==> src/rtl/vga_pkg.sv <==
// Shared VGA 640x480@60 raster constants and framebuffer geometry.
package vga_pkg;

  typedef logic [9:0] cnt_t;

  localparam cnt_t H_ACTIVE = 10'd640;
  localparam cnt_t H_FP     = 10'd16;
  localparam cnt_t H_SYNC   = 10'd96;
  localparam cnt_t H_BP     = 10'd48;
  localparam cnt_t H_TOTAL  = H_ACTIVE + H_FP + H_SYNC + H_BP;

  localparam cnt_t V_ACTIVE = 10'd480;
  localparam cnt_t V_FP     = 10'd10;
  localparam cnt_t V_SYNC   = 10'd2;
  localparam cnt_t V_BP     = 10'd33;
  localparam cnt_t V_TOTAL  = V_ACTIVE + V_FP + V_SYNC + V_BP;

  localparam cnt_t H_SYNC_START = H_ACTIVE + H_FP;
  localparam cnt_t H_SYNC_END   = H_SYNC_START + H_SYNC;
  localparam cnt_t V_SYNC_START = V_ACTIVE + V_FP;
  localparam cnt_t V_SYNC_END   = V_SYNC_START + V_SYNC;

  // Framebuffer geometry, shared with the filler.
  localparam int unsigned FB_W = 160;
  localparam int unsigned FB_H = 120;

endpackage

==> src/rtl/fb_scanout_if.sv <==
// Scanout bus: framebuffer read port plus the VGA DAC pins.
interface fb_scanout_if #(
  parameter int unsigned ADDR_WIDTH = 15
);
  logic [ADDR_WIDTH-1:0] read_addr;
  logic                  pixel_in;
  logic                  hsync;
  logic                  vsync;
  logic [3:0]            vga_r;
  logic [3:0]            vga_g;
  logic [3:0]            vga_b;
  logic                  vblank;

  modport master (
    output read_addr,
    input  pixel_in,
    output hsync,
    output vsync,
    output vga_r,
    output vga_g,
    output vga_b,
    output vblank
  );

  modport slave (
    input  read_addr,
    output pixel_in,
    input  hsync,
    input  vsync,
    input  vga_r,
    input  vga_g,
    input  vga_b,
    input  vblank
  );
endinterface

==> src/rtl/vga_timing.sv <==
// Raster counters and raw (unaligned) timing decode for 640x480@60.
module vga_timing
  import vga_pkg::*;
(
  input  logic clk_25,
  input  logic reset_n,
  output cnt_t h_cnt_o,
  output cnt_t v_cnt_o,
  output logic active_o,
  output logic hsync_n_o,
  output logic vsync_n_o,
  output logic vblank_o
);

  cnt_t h_q;
  cnt_t v_q;

  // Raster counters: h wraps every line, v advances only on the h wrap.
  always_ff @(posedge clk_25 or negedge reset_n) begin
    if (!reset_n) begin
      h_q <= '0;
      v_q <= '0;
    end else if (h_q == H_TOTAL - 10'd1) begin
      h_q <= '0;
      v_q <= (v_q == V_TOTAL - 10'd1) ? '0 : v_q + 10'd1;
    end else begin
      h_q <= h_q + 10'd1;
    end
  end

  // Timing decode straight from the counters; the top aligns it with RAM data.
  always_comb begin
    h_cnt_o   = h_q;
    v_cnt_o   = v_q;
    active_o  = (h_q < H_ACTIVE) && (v_q < V_ACTIVE);
    hsync_n_o = ~((h_q >= H_SYNC_START) && (h_q < H_SYNC_END));
    vsync_n_o = ~((v_q >= V_SYNC_START) && (v_q < V_SYNC_END));
    vblank_o  = (v_q >= V_ACTIVE);
  end

endmodule

==> src/rtl/fb_scanout.sv <==
// QQVGA 1 bpp framebuffer scanout: 4x upscale onto 640x480@60 VGA pins.
module fb_scanout
  import vga_pkg::*;
#(
  parameter int unsigned ADDR_WIDTH = 15,
  parameter int unsigned FB_W       = vga_pkg::FB_W,
  parameter int unsigned FB_H       = vga_pkg::FB_H,
  parameter logic [11:0] FG_RGB     = 12'hFFF
) (
  input  logic         clk_25,
  input  logic         reset_n,
  fb_scanout_if.master bus
);

  cnt_t h_cnt;
  cnt_t v_cnt;
  logic active;
  logic hsync_n;
  logic vsync_n;
  logic vblank_raw;

  vga_timing u_timing (
    .clk_25    (clk_25),
    .reset_n   (reset_n),
    .h_cnt_o   (h_cnt),
    .v_cnt_o   (v_cnt),
    .active_o  (active),
    .hsync_n_o (hsync_n),
    .vsync_n_o (vsync_n),
    .vblank_o  (vblank_raw)
  );

  logic [ADDR_WIDTH-1:0] row;
  logic [ADDR_WIDTH-1:0] col;

  // Stage 0: row*160 as two shifts; blanked positions park on address 0.
  always_comb begin
    row           = ADDR_WIDTH'(v_cnt >> 2);
    col           = ADDR_WIDTH'(h_cnt >> 2);
    bus.read_addr = active ? (row << 7) + (row << 5) + col : '0;
  end

  logic active_q1;
  logic hsync_q1;
  logic vsync_q1;
  logic vblank_q1;

  // Stage 1: delay timing by the RAM's one-cycle read latency.
  always_ff @(posedge clk_25 or negedge reset_n) begin
    if (!reset_n) begin
      active_q1 <= 1'b0;
      hsync_q1  <= 1'b1;
      vsync_q1  <= 1'b1;
      vblank_q1 <= 1'b0;
    end else begin
      active_q1 <= active;
      hsync_q1  <= hsync_n;
      vsync_q1  <= vsync_n;
      vblank_q1 <= vblank_raw;
    end
  end

  logic [11:0] rgb_q;
  logic        hsync_q2;
  logic        vsync_q2;
  logic        vblank_q2;

  // Stage 2: colour map (pixel masked outside active) and register onto the pins.
  always_ff @(posedge clk_25 or negedge reset_n) begin
    if (!reset_n) begin
      rgb_q     <= '0;
      hsync_q2  <= 1'b1;
      vsync_q2  <= 1'b1;
      vblank_q2 <= 1'b0;
    end else begin
      rgb_q     <= (active_q1 && bus.pixel_in) ? FG_RGB : 12'h000;
      hsync_q2  <= hsync_q1;
      vsync_q2  <= vsync_q1;
      vblank_q2 <= vblank_q1;
    end
  end

  // Pin drive.
  always_comb begin
    {bus.vga_r, bus.vga_g, bus.vga_b} = rgb_q;
    bus.hsync  = hsync_q2;
    bus.vsync  = vsync_q2;
    bus.vblank = vblank_q2;
  end

  // The address can never leave the framebuffer.
  assert property (@(posedge clk_25) disable iff (!reset_n)
    bus.read_addr < ADDR_WIDTH'(FB_W * FB_H));

endmodule

==> src/flat_wrapper.sv <==
// flat-port wrapper written by rule: the top's interface ports become plain ports
module fb_scanout_flat import vga_pkg::*;
#(
  parameter int unsigned ADDR_WIDTH = 15,
  parameter int unsigned FB_W       = vga_pkg::FB_W,
  parameter int unsigned FB_H       = vga_pkg::FB_H,
  parameter logic [11:0] FG_RGB     = 12'hFFF
)
  (clk_25, reset_n, bus_read_addr, bus_pixel_in, bus_hsync, bus_vsync, bus_vga_r, bus_vga_g, bus_vga_b, bus_vblank);
  fb_scanout_if #(.ADDR_WIDTH(ADDR_WIDTH)) bus_i ();
  input  logic clk_25;
  input  logic reset_n;
  output wire logic [$bits(bus_i.read_addr)-1:0] bus_read_addr;
  input wire logic [$bits(bus_i.pixel_in)-1:0] bus_pixel_in;
  output wire logic [$bits(bus_i.hsync)-1:0] bus_hsync;
  output wire logic [$bits(bus_i.vsync)-1:0] bus_vsync;
  output wire logic [$bits(bus_i.vga_r)-1:0] bus_vga_r;
  output wire logic [$bits(bus_i.vga_g)-1:0] bus_vga_g;
  output wire logic [$bits(bus_i.vga_b)-1:0] bus_vga_b;
  output wire logic [$bits(bus_i.vblank)-1:0] bus_vblank;
  assign bus_read_addr = bus_i.read_addr;
  assign bus_i.pixel_in = bus_pixel_in;
  assign bus_hsync = bus_i.hsync;
  assign bus_vsync = bus_i.vsync;
  assign bus_vga_r = bus_i.vga_r;
  assign bus_vga_g = bus_i.vga_g;
  assign bus_vga_b = bus_i.vga_b;
  assign bus_vblank = bus_i.vblank;
  fb_scanout #(.ADDR_WIDTH(ADDR_WIDTH), .FB_W(FB_W), .FB_H(FB_H), .FG_RGB(FG_RGB)) u_core (.clk_25(clk_25), .reset_n(reset_n), .bus(bus_i));
endmodule
==> config.mk <==
export PLATFORM = sky130hd
export DESIGN_NAME = fb_scanout_flat
export DESIGN_NICKNAME = d
export VERILOG_FILES = /design/src/rtl/vga_pkg.sv /design/src/rtl/fb_scanout_if.sv /design/src/rtl/vga_timing.sv /design/src/rtl/fb_scanout.sv /design/src/flat_wrapper.sv
export SDC_FILE = /design/constraint.sdc
export NUM_CORES = 1
export LEC_CHECK = 0
export CORE_MARGIN = 5
export CORE_UTILIZATION = 53
export CTS_CLUSTER_DIAMETER = 40
export DETAILED_ROUTE_END_ITERATION = 6
export GPL_ROUTABILITY_DRIVEN = 1
export GPL_TIMING_DRIVEN = 0
export HOLD_SLACK_MARGIN = 0.12
export PLACE_DENSITY = 0.9
export SLEW_MARGIN = 20
export SYNTH_ARGS = -nofsm -noshare
export SYNTH_HDL_FRONTEND = slang
export SYNTH_HIERARCHICAL = 1
export SYNTH_SLANG_ARGS = --single-unit
==> constraint.sdc <==
create_clock -name clk_25 -period 2.87 [get_ports clk_25]
set_input_delay 0.4305 -clock clk_25 [delete_from_list [all_inputs] [get_ports clk_25]]
set_output_delay 0.4305 -clock clk_25 [all_outputs]
set_load 0.005 [all_outputs]
# After elaboration in Yosys (flattened, before gate mapping)
# Cells that the tools add are included.
dict set report word_totals {
  reg_bits 39
  in_bits 3
}
dict set report classes {
  add_sub_neg 4
  n_lt_le_gt_ge 7
  eq_ne 2
  n_mux 4
  n_bitwise 2
  n_reduce_logical 4
}
# op count
set op_table {}
lappend op_table {{adder 10 x 1 -> 10 bit, second input constant} 2}
lappend op_table {{equality test 10 bit, second input constant} 2}
lappend op_table {{greater-or-equal comparator 10 x 9 -> 1 bit, second input constant} 2}
lappend op_table {{less-than comparator 10 bit, second input constant} 2}
lappend op_table {{less-than comparator 10 x 9 -> 1 bit, second input constant} 2}
lappend op_table {{2-to-1 mux 10 bit} 2}
lappend op_table {{adder 15 x 13 -> 15 bit} 1}
lappend op_table {{adder 15 x 8 -> 15 bit} 1}
lappend op_table {{2-to-1 mux 15 bit} 1}
lappend op_table {{2-to-1 mux 12 bit} 1}
lappend op_table {{greater-or-equal comparator 10 bit, second input constant} 1}
lappend op_table {{logical AND 1 bit} 4}
lappend op_table {{NOT 1 bit} 2}

# Depth between registers and ports, before layout
# Gate-level depths: netlist of the first run.
dict set report logic_depth {
  word_depth 3
  mapped_depth 9
  ltp_nobuf 8
}

# Modules after synthesis
# Netlist of the first run, hierarchy kept.
# mod n_inst cells_each area_per_inst_um2 seq_area_each_um2
set modules_own_cells {}
lappend modules_own_cells {vga_timing 1 105 1041.0 500.5}
lappend modules_own_cells {fb_scanout 1 99 907.1 205.2}

# Worst setup path before layout of the first run
# OpenSTA, ideal clock, no wires.
dict set report synth_path {
  path_kind {register -> output}
  startpoint {register u_core.u_timing.v_q[2], in the netlist u_core/u_timing/v_cnt_o[2]}
  endpoint {output port bus_read_addr[13]}
  arrival_time_ps 2243
  required_time_ps 2440
  path_slack_ps 196
  path_stages_with_launch 9
  path_buffers 0
  cell_sequence {dfrtp_1 inv_1 fa_1 inv_1 ha_1 a211oi_2 o21bai_1 o41ai_2 mux2i_1}
}
dict set report synth_via {
  elab_chain_len 3
}
# item line
set synth_rtl {}
lappend synth_rtl {{from (decl)} vga_timing.sv:16} ;# cnt_t v_q;
lappend synth_rtl {{from (signal assigned)} vga_timing.sv:25} ;# v_q <= (v_q == V_TOTAL - 10'd1) ? '0 : v_q + 10'd1;
lappend synth_rtl {{adder 15 x 13 -> 15 bit / less-than comparator 10 x 9 -> 1 bit (equally long branches)} {fb_scanout.sv:40, vga_timing.sv:35}}
lappend synth_rtl {{adder 15 x 8 -> 15 bit / logical AND 1 bit (equally long branches)} {fb_scanout.sv:40, vga_timing.sv:35}}
lappend synth_rtl {{2-to-1 mux 15 bit (*)} fb_scanout.sv:40} ;# bus.read_addr = active ? (row << 7) + (row << 5) + col : '0;
lappend synth_rtl {{to (decl)} flat_wrapper.sv:13} ;# output wire logic [$bits(bus_i.read_addr)-1:0] bus_read_addr;
# Mark *: on every way between the ends. The rest lies on a longest branch, timed or not.

# Worst setup path in the final report of the first run
dict set report layout_path {
  startpoint {register u_core.u_timing.v_q[4], in the netlist u_core/u_timing/v_cnt_o[4]}
  endpoint {output port bus_read_addr[9]}
}
# The elaborated chain is that of the path after synthesis.

==> results.cfg, run 1 <==
[sta]
rsz0062_at_grt = true
max_freq_ghz = 0.332
drv_slew = 0
fin_crit_ns = 3.01
setup_viol_count_final = 4
worst_clock_skew_ns = 0.00651
period_share_pct = 105
finalHoldViolations = 0
setup_ws_ns = -0.145
max-slew-margin-rel_pct = 40.2
tightest_slew_ns = 0.886

[pwr]
clkPwrFrac_pct = 41.5
p_switching_mw = 0.139
p_comb_share_pct = 5.2
power_density_nw_per_um2 = 291
pwr-share-seq_pct = 53.3
internal-power_mw = 0.607
ir_worst_vdd_uv = 357
sw_frac_of_total_pct = 18.6
p_leak_nw = 1.25

[critical_path]
cp-start-kind = flip-flop
worstSetupPathType = reg2out
max_stage_delay_ns = 0.57
crit_fanout = 2
cp.required_ns = 2.44
end_kind = primary output
cpMaxStageDelayCell = fa_1
cp_common_cell = inv_2
arrival_ns = 2.58
crit_chain = inv_2 > fa_1 > inv_2 > ha_4 > a21o_1 > a211oi_2 > nor2_1 > clkdlybuf4s50_1

[min_path]
min-delay-path-class = in2async

[job]
maxCapViolCount = 0

[drt]
vias = 1664
drt_iter0_markers = 84
wl_per_cell_microns = 14.7
drc = 0
highest_layer = met4
routed_wirelength_microns = 4420
vias_per_cell = 5.53
wl_met2_microns = 2330
wl_met1_microns = 1840
route.met3.wl_microns = 171
ant_nets = 0
dr.pass1.iters = 4

[floorplan]
die_h_microns = 70.6
pin_count = 33
dieArea_sq_um = 4990
rows = 22
dieWidth_microns = 70.6
initial_utilization_pct = 54.0
core_area_sq_um = 3610

[synth]
synthFlopType = dfrtp_1
synth-xor-area-share_pct = 4.95
synth_edf_count = 0
synthMuxAreaShare_pct = 2.18
synth_most_common_cell = dfrtp_1
netlist_area_sq_um = 1950
synthTopCellsByCount = dfrtp_1, ha_1, nor2_1
syn-num-nets = 228
synth_simple_gate_area_share_pct = 22.7
ys_types = 51
synth.top_cell.area_share_pct = 30.8
yosys-top-cells-area = dfrtp_1, ha_1, dfstp_2
async_flop_share_pct = 100
syn_avg_cell_area_sq_um = 9.55
syn_inst = 204
synth_fa_ha_area_share_pct = 14.3
synth_top_area_cell = dfrtp_1
yosysSeqAreaShare_pct = 36.2
yosysWarnings = 6
synth_top_family_by_area = simple AND/OR/NAND/NOR gates
ys_ff_latch = 28
synth-compound-area-share_pct = 11.8

[clocking]
clk_latency_ns = 0.28
htreeDepth = 1
numCtsBuffers = 3
cts_sinks = 28
cts_tree = built
cts_root_buf = clkbuf_8
clock_path_buffers = 2
clk_pin_slew_ns = 0.10

[finish]
stdcell_area_sq_um = 2560
fill_cells = 252
fin_nets = 278
drive_gt1_share_pct = 26.9
area_growth_pct = 31.3
antenna_cells = 0

[placed_design]
placed_area_sq_um = 2320
dp_hpwl_microns = 2930
gp_congestion = 0.806
portBuffers = 32
preCtsSetupSlack_ns = -0.539

[grt]
grt_pass1_vias = 1669
grt_max_degree = 29
grt_usage_pct = 17.7
grt_overflow = 0
grt_pass1_wl_microns = 7420
antenna_found_initial = 0

[status]
status = complete, but fails checks
failed_checks = setup timing
path summary, 6_finish.rpt:
check	start	end	slack (ns)	depth (start not counted)
worst max-delay path	u_core/u_timing/v_cnt_o[4]$_DFFE_PN0N_	bus_read_addr[9]	-0.14	8
worst min-delay path	reset_n	u_core/u_timing/h_cnt_o[2]$_DFF_PN0_	0.15	1
worst max register to register	u_core/u_timing/h_cnt_o[0]$_DFF_PN0_	u_core/u_timing/v_cnt_o[9]$_DFFE_PN0N_	0.66	6
worst min register to register	u_core/hsync_q1$_DFF_PN1_	u_core/bus.hsync$_DFF_PN1_	0.36	0
max in group asynchronous	reset_n	u_core/u_timing/v_cnt_o[5]$_DFFE_PN0N_	2.28	1
min in group clk_25	u_core/hsync_q1$_DFF_PN1_	u_core/bus.hsync$_DFF_PN1_	0.36	0
power groups by stage:
stage	combinational [mW]	clock [mW]	sequential [mW]
after floorplan	0.0125	0	0.405
after global placement	0.0397	0	0.405
after detailed placement	0.0402	0	0.405
after CTS	0.0401	0.314	0.397
after global routing	0.0426	0.332	0.398
final	0.0387	0.310	0.397
routing by layer:
metal	vias up	track usage, %
met2	36	31.9
met5	-	0
met1	814	21.5
met3	11	3.13
li1	803	-
met4	0	5.64
registers in the layout, indices dropped and copies added (netlist names):
signal                   cells
u_core/u_timing/v_cnt_o     10
u_core/bus.vsync             1
u_core/hsync_q1              1
u_core/u_timing/h_cnt_o     10
u_core/bus.hsync             1
u_core/vsync_q1              1
u_core/vblank_q1             1
u_core/active_q1             1
u_core/rgb_q                 1
u_core/bus.vblank            1
final cells by class:
class | count | area, sq um | area share [%]
Buffer | 14 | 106 | 4.16
Clock buffer | 3 | 41.3 | 1.61
Clock inverter | 1 | 30.0 | 1.17
Inverter | 15 | 56.3 | 2.20
Multi-Input combinational cell | 147 | 1150 | 45.1
Sequential cell | 28 | 713 | 27.9
Tap cell | 48 | 60.1 | 2.35
Timing Repair Buffer | 45 | 397 | 15.5
worst max-delay path: cells and delay by family, from the launching register on:
| family | cells | cell delay (ns) |
|---|---|---|
| AO/OA/AOI/OAI | 2 | 0.49 |
| AND/OR/NAND/NOR | 1 | 0.09 |
| adder cells (fa/ha/maj) | 2 | 0.79 |
| buffers and inverters | 3 | 0.54 |
| flip-flops | 1 | 0.38 |
kinds of logic after synthesis:
group | Yosys count
buf+inv | 29
flops | 28
simple gates | 81
xor+xnor | 11
mux | 4
compound gates | 30
fa+ha+maj | 21
stage by stage:
| stage | cells | power (mW) | setup TNS, ns | utilization (%) | hold slack [ns] |
|---|---|---|---|---|---|
| final | 301 | 0.746 | -0.321 | 71.0 | 0.152 |
| after global routing | 301 | 0.773 | -0.941 | 71.0 | 0.207 |
| after CTS | 298 | 0.751 | -0.254 | 70.1 | 0.177 |
| after detailed placement | 284 | 0.445 | -1.77 | 64.4 | 0.347 |
| after global placement | 284 | 0.445 | -1.49 | 64.6 | 0.331 |
| after floorplan | 204 | 0.417 | 0 | - | 0.135 |
timing repair:
action	CTS	global route
hold buffers	0	0
resized for setup	42	8
endpoints found under the setup margin	15	14
setup buffers	10	3
pin swaps	10	3
layout by cell type, fill, tap and decap left out, types with 3 or more instances in the layout:
master	count
buf_4	23
and3_1	3
xor2_1	7
nand2b_1	4
xnor2_1	4
buf_6	3
or3_1	3
nor3_1	5
inv_1	11
nand4_1	4
dfrtp_2	6
ha_1	17
and2_1	10
nor2_1	18
nand2_1	12
clkbuf_8	3
dfrtp_1	18
nand3_1	9
o21ai_1	4
inv_2	4
clkdlybuf4s50_1	24
o21a_1	3
dfstp_2	4
buf_2	6
Note: power is estimated with default switching activity, not from simulation.
==> run 2: changes to the inputs <==
==> constraint.sdc (replaced) <==
create_clock -name clk_25 -period 2.87 [get_ports clk_25]
set_input_delay 0.4305 -clock clk_25 [delete_from_list [all_inputs] [get_ports clk_25]]
set_output_delay 0.4305 -clock clk_25 [all_outputs]
set_load 0.02 [all_outputs]
==> run 2 against run 1 <==
Net effect:
- the flow still finishes with violations (setup timing)
- setup slack worse by 0.027 ns
- global-route usage up 0.53 points
- sequential power is essentially flat
- final area is 0.88% higher
- largest power group unchanged
==> results.cfg, run 2 (synthesis results as in run 1) <==
[status]
status = complete, but fails checks
failed_checks = setup timing

[critical_path]
arrival_ns = 2.61
rr_worst_depth = 6
max_stage_delay_ns = 0.58
end_kind = primary output
rr_startpoint = u_core/u_timing/h_cnt_o[0]$_DFF_PN0_
r2r-end = u_core/u_timing/v_cnt_o[9]$_DFFE_PN0N_
cp-start-kind = flip-flop
critPathBufInv = 3
cpMaxStageDelayCell = fa_2
cp.required_ns = 2.44
ff2ff_setup_slack_ns = 0.63
cp_common_cell = inv_2
crit_fanout = 3
path_depth = 9
crit_path_end = bus_read_addr[13]
crit_chain = inv_2 > fa_2 > inv_2 > ha_4 > a211oi_4 > o21bai_2 > o41ai_4 > mux2i_2 > buf_4
worstSetupPathType = reg2out
cpLargestDelayFamily = adder cells
critPathLaunch = u_core/u_timing/v_cnt_o[4]$_DFFE_PN0N_

[sta]
tightest_slew_ns = 0.818
fin_crit_ns = 3.04
max_freq_ghz = 0.329
finalHoldViolations = 0
worst_clock_skew_ns = 0.00883
period_share_pct = 106
rsz0062_at_grt = true
drv_slew = 0
setup_ws_ns = -0.172
setup_viol_count_final = 3
max-slew-margin-rel_pct = 44.7

[finish]
seq_area_sq_um = 712
final_common_cell = buf_4
multiInputGateArea_sq_um = 1210
fin_nets = 276
area_growth_pct = 32.5
final_cell_mix = buf_4, dfrtp_1, nor2_1
final_core_util_pct = 71.6
stdcell_area_sq_um = 2580
fill_cells = 270
drive_gt1_share_pct = 29.9
antenna_cells = 0

[drt]
vias_per_cell = 5.51
drc = 0
routed_wirelength_microns = 4480
drt_iter0_markers = 73
vias = 1646
wl_per_cell_microns = 15.0
ant_nets = 0
dr.pass1.iters = 4

[floorplan]
core_area_sq_um = 3610
dieArea_sq_um = 4990
pin_count = 33
rows = 22
dieWidth_microns = 70.6
die_h_microns = 70.6
initial_utilization_pct = 54.0

[placed_design]
dp_hpwl_microns = 2870
placed_area_sq_um = 2330
portBuffers = 32
preCtsSetupSlack_ns = -0.707
gp_congestion = 0.810

[min_path]
min-delay-path-class = in2async

[job]
maxCapViolCount = 0

[clocking]
htreeDepth = 1
numCtsBuffers = 3
clock_path_buffers = 2
cts_tree = built
cts_hold_buf = 0
cts_root_buf = clkbuf_8
cts_sinks = 28
clk_latency_ns = 0.29
clk_pin_slew_ns = 0.10

[pwr]
power_density_nw_per_um2 = 296
ir_worst_vdd_uv = 216
p_leak_nw = 1.25

[grt]
grt_pass1_wl_microns = 7410
grt_overflow = 0
antenna_found_initial = 0
grt_usage_pct = 18.3
grt_max_degree = 29
grt_pass1_vias = 1594
[run 2: cell type report]
type | instances | area share, %
multi-input cells | 147 | 46.7
flip-flops and latches | 28 | 27.6
repair buffers | 43 | 14.5
plain buffers | 14 | 3.88
well taps | 48 | 2.33
inverters | 15 | 2.18
clock buffers | 3 | 1.60
clock inverters | 1 | 1.16
[run 2: layer usage]
layer  global-route usage, %  share of wire [%]  vias to the layer above
li1                        -                  -                      803
met1                    21.3                 38                      767
met2                    32.7                 53                       63
met3                    2.98                6.0                       13
met4                    8.35                3.0                        0
met5                       0                  0                        -
[run 2: how the worst min path moves through the flow]
stage / endpoint
2_1_floorplan: u_core/active_q1$_DFF_PN0_
3_3_place_gp: u_core/bus.vblank$_DFF_PN0_
3_5_place_dp: u_core/bus.vblank$_DFF_PN0_
4_1_cts: u_core/u_timing/h_cnt_o[2]$_DFF_PN0_
5_1_grt: u_core/u_timing/h_cnt_o[2]$_DFF_PN0_
6_report: u_core/u_timing/h_cnt_o[9]$_DFF_PN0_
[run 2: timing repair]
| item | 4_1_cts | 5_1_grt |
|---|---|---|
| endpoints found under the setup margin | 15 | 6 |
| setup buffers | 9 | 3 |
| gates resized for setup | 56 | 11 |
| pin swaps | 9 | 3 |
| gates cloned | 0 | 0 |
[run 2: per-stage QoR]
step | TNS, ns | instances | power (mW) | hold slack, ns
6_report | -0.311 | 299 | 0.763 | 0.145
5_1_grt | -0.732 | 299 | 0.792 | 0.196
4_1_cts | -0.245 | 297 | 0.768 | 0.164
3_5_place_dp | -2.40 | 284 | 0.455 | 0.336
3_3_place_gp | -2.19 | 284 | 0.455 | 0.332
2_1_floorplan | 0 | 204 | 0.428 | 0.135
[run 2: power by group]
part           total, mW  internal (mW)  switching [mW]
clock              0.317          0.187           0.130
combinational     0.0489         0.0253          0.0237
sequential         0.397          0.395         0.00211
total              0.763          0.608           0.156
==> run 3: changes to the inputs <==
--- a/config.mk
+++ b/config.mk
@@ -6,13 +6,13 @@
 export NUM_CORES = 1
 export LEC_CHECK = 0
 export CORE_MARGIN = 5
-export CORE_UTILIZATION = 53
+export CORE_UTILIZATION = 40
 export CTS_CLUSTER_DIAMETER = 40
 export DETAILED_ROUTE_END_ITERATION = 6
 export GPL_ROUTABILITY_DRIVEN = 1
 export GPL_TIMING_DRIVEN = 0
 export HOLD_SLACK_MARGIN = 0.12
-export PLACE_DENSITY = 0.9
+export PLACE_DENSITY = 0.73
 export SLEW_MARGIN = 20
 export SYNTH_ARGS = -nofsm -noshare
 export SYNTH_HDL_FRONTEND = slang
==> run 3 against run 2 <==
Net effect:
- the flow still finishes with violations (setup timing)
- worst hold slack improved by 0.016 ns
- die area increased by 28%
- clock skew decreased by 0.0071 ns
- clock-buffer cell count unchanged
- final cell count increased by 4.7%
- core utilization decreased by 18 points
- largest power group unchanged
==> results.cfg, run 3 (synthesis results as in run 1) <==
[pwr]
p_leak_nw = 1.23
power_density_nw_per_um2 = 259
fin_total_pwr_mw = 0.651
ir_worst_vdd_uv = 256

[grt]
grt_usage_pct = 13.4
grt_max_degree = 29
grt_pass1_wl_microns = 6790
antenna_found_initial = 0
grt_pass1_vias = 1494
grt_overflow = 0

[floorplan]
die_h_microns = 79.8
dieArea_sq_um = 6370
core_area_sq_um = 4720
rows = 25
pin_count = 33
initial_utilization_pct = 41.2
dieWidth_microns = 79.8

[critical_path]
end_kind = primary output
cpMaxStageDelayCell = fa_2
arrival_ns = 2.58
crit_fanout = 3
cp.required_ns = 2.44
cp_common_cell = inv_2
max_stage_delay_ns = 0.59
crit_chain = inv_2 > fa_2 > inv_2 > ha_4 > a211oi_4 > o21bai_4 > o41ai_4 > mux2i_2 > buf_4
worstSetupPathType = reg2out
cp-start-kind = flip-flop

[drt]
drc = 0
vias = 1590
routed_wirelength_microns = 3980
ant_nets = 0
dr.pass1.iters = 4
drt_iter0_markers = 95
vias_per_cell = 5.08
wl_per_cell_microns = 12.7

[sta]
fin_crit_ns = 3.01
period_share_pct = 105
finalHoldViolations = 0
max_freq_ghz = 0.333
rsz0062_at_grt = true
worst_clock_skew_ns = 0.00175
whs_ns = 0.161
setup_ws_ns = -0.137
drv_slew = 0
max-slew-margin-rel_pct = 44.6
tightest_slew_ns = 0.820
setup_viol_count_final = 2

[finish]
final_cell_mix = buf_4, dfrtp_1, nor2_1
area_growth_pct = 29.0
fin_nets = 272
stdcell_area_sq_um = 2510
antenna_cells = 0
drive_gt1_share_pct = 25.2
final_common_cell = buf_4

[job]
maxCapViolCount = 0

[clocking]
cts_sinks = 28
cts_tree = built
clock_path_buffers = 2
clk_pin_slew_ns = 0.09
cts_hold_buf = 0
cts_root_buf = clkbuf_8
numCtsBuffers = 3
htreeDepth = 1
clk_latency_ns = 0.27

[status]
failed_checks = setup timing
status = complete, but fails checks

[placed_design]
dp_hpwl_microns = 2820
gp_congestion = 0.829
placed_area_sq_um = 2350
portBuffers = 32

[min_path]
min-delay-path-class = in2async
-- run 3: cell types whose count changed in the layout (fill, tap and decap cells not counted), sizes merged --
cell           change
buf                -4
clkbuf             +1
clkdlybuf4s15      -2
dlygate4sd2        +1
bufinv             -1
-- run 3: power by group --
part | switching, mW | internal (mW)
Combinational | 0.0235 | 0.0253
Clock | 0.111 | 0.0941
Sequential | 0.00210 | 0.395
-- run 3: path summary, 6_finish.rpt --
kind                       depth (start not counted)                                 start  slack (ns)                                      to
setup reg to reg                                   6  u_core/u_timing/h_cnt_o[0]$_DFF_PN0_        0.65  u_core/u_timing/v_cnt_o[9]$_DFFE_PN0N_
hold / removal                                     1                               reset_n        0.16    u_core/u_timing/h_cnt_o[2]$_DFF_PN0_
setup / recovery                                   9  u_core/u_timing/h_cnt_o[9]$_DFF_PN0_       -0.14                       bus_read_addr[13]
hold reg to reg                                    0            u_core/vblank_q1$_DFF_PN0_        0.35             u_core/bus.vblank$_DFF_PN0_
min in group clk_25                                0            u_core/vblank_q1$_DFF_PN0_        0.35             u_core/bus.vblank$_DFF_PN0_
max in group asynchronous                          1                               reset_n        2.28  u_core/u_timing/v_cnt_o[5]$_DFFE_PN0N_
-- run 3: what timing repair did --
| item | 4_1_cts | 5_1_grt |
|---|---|---|
| endpoints found under the setup margin | 15 | 6 |
| buffers inserted | 5 | 2 |
| gates cloned | 0 | 0 |
| gates resized for setup | 49 | 12 |
| pin swaps | 8 | 5 |
-- run 3: per-layer routing --
layer	up-vias	track usage [%]	share of wire (%)
met4	0	3.55	1.3
met5	-	0	0
met2	37	22.6	47
met3	6	3.16	5.1
li1	791	-	-
met1	756	17.1	46
-- run 3: final cells by class --
cell class,count,area [sq um]
Buffer,14,103
Clock buffer,3,41.3
Fill cell,442,2210
Inverter,15,56.3
Multi-Input combinational cell,147,1180
Sequential cell,28,712
Tap cell,67,83.8
Timing Repair Buffer,39,340
-- run 3: metrics by stage --
| step | setup TNS, ns | setup WS, ns | std cells | utilization [%] |
|---|---|---|---|---|
| floorplan | 0 | 0.0160 | 204 | - |
| global placement | -2.32 | -0.669 | 303 | 49.9 |
| detailed placement | -2.68 | -0.692 | 303 | 49.8 |
| CTS | -0.237 | -0.237 | 311 | 52.3 |
| global route | -0.650 | -0.261 | 313 | 53.2 |
| finish | -0.186 | -0.137 | 313 | 53.2 |
-- run 3: critical path, delay by kind of cell, from the launching register on --
family / cells / cell delay, ns
multiplexers: 1 / 0.24
AO/OA/AOI/OAI: 3 / 0.63
flip-flops: 1 / 0.37
buffers and inverters: 3 / 0.26
adder cells (fa/ha/maj): 2 / 0.81
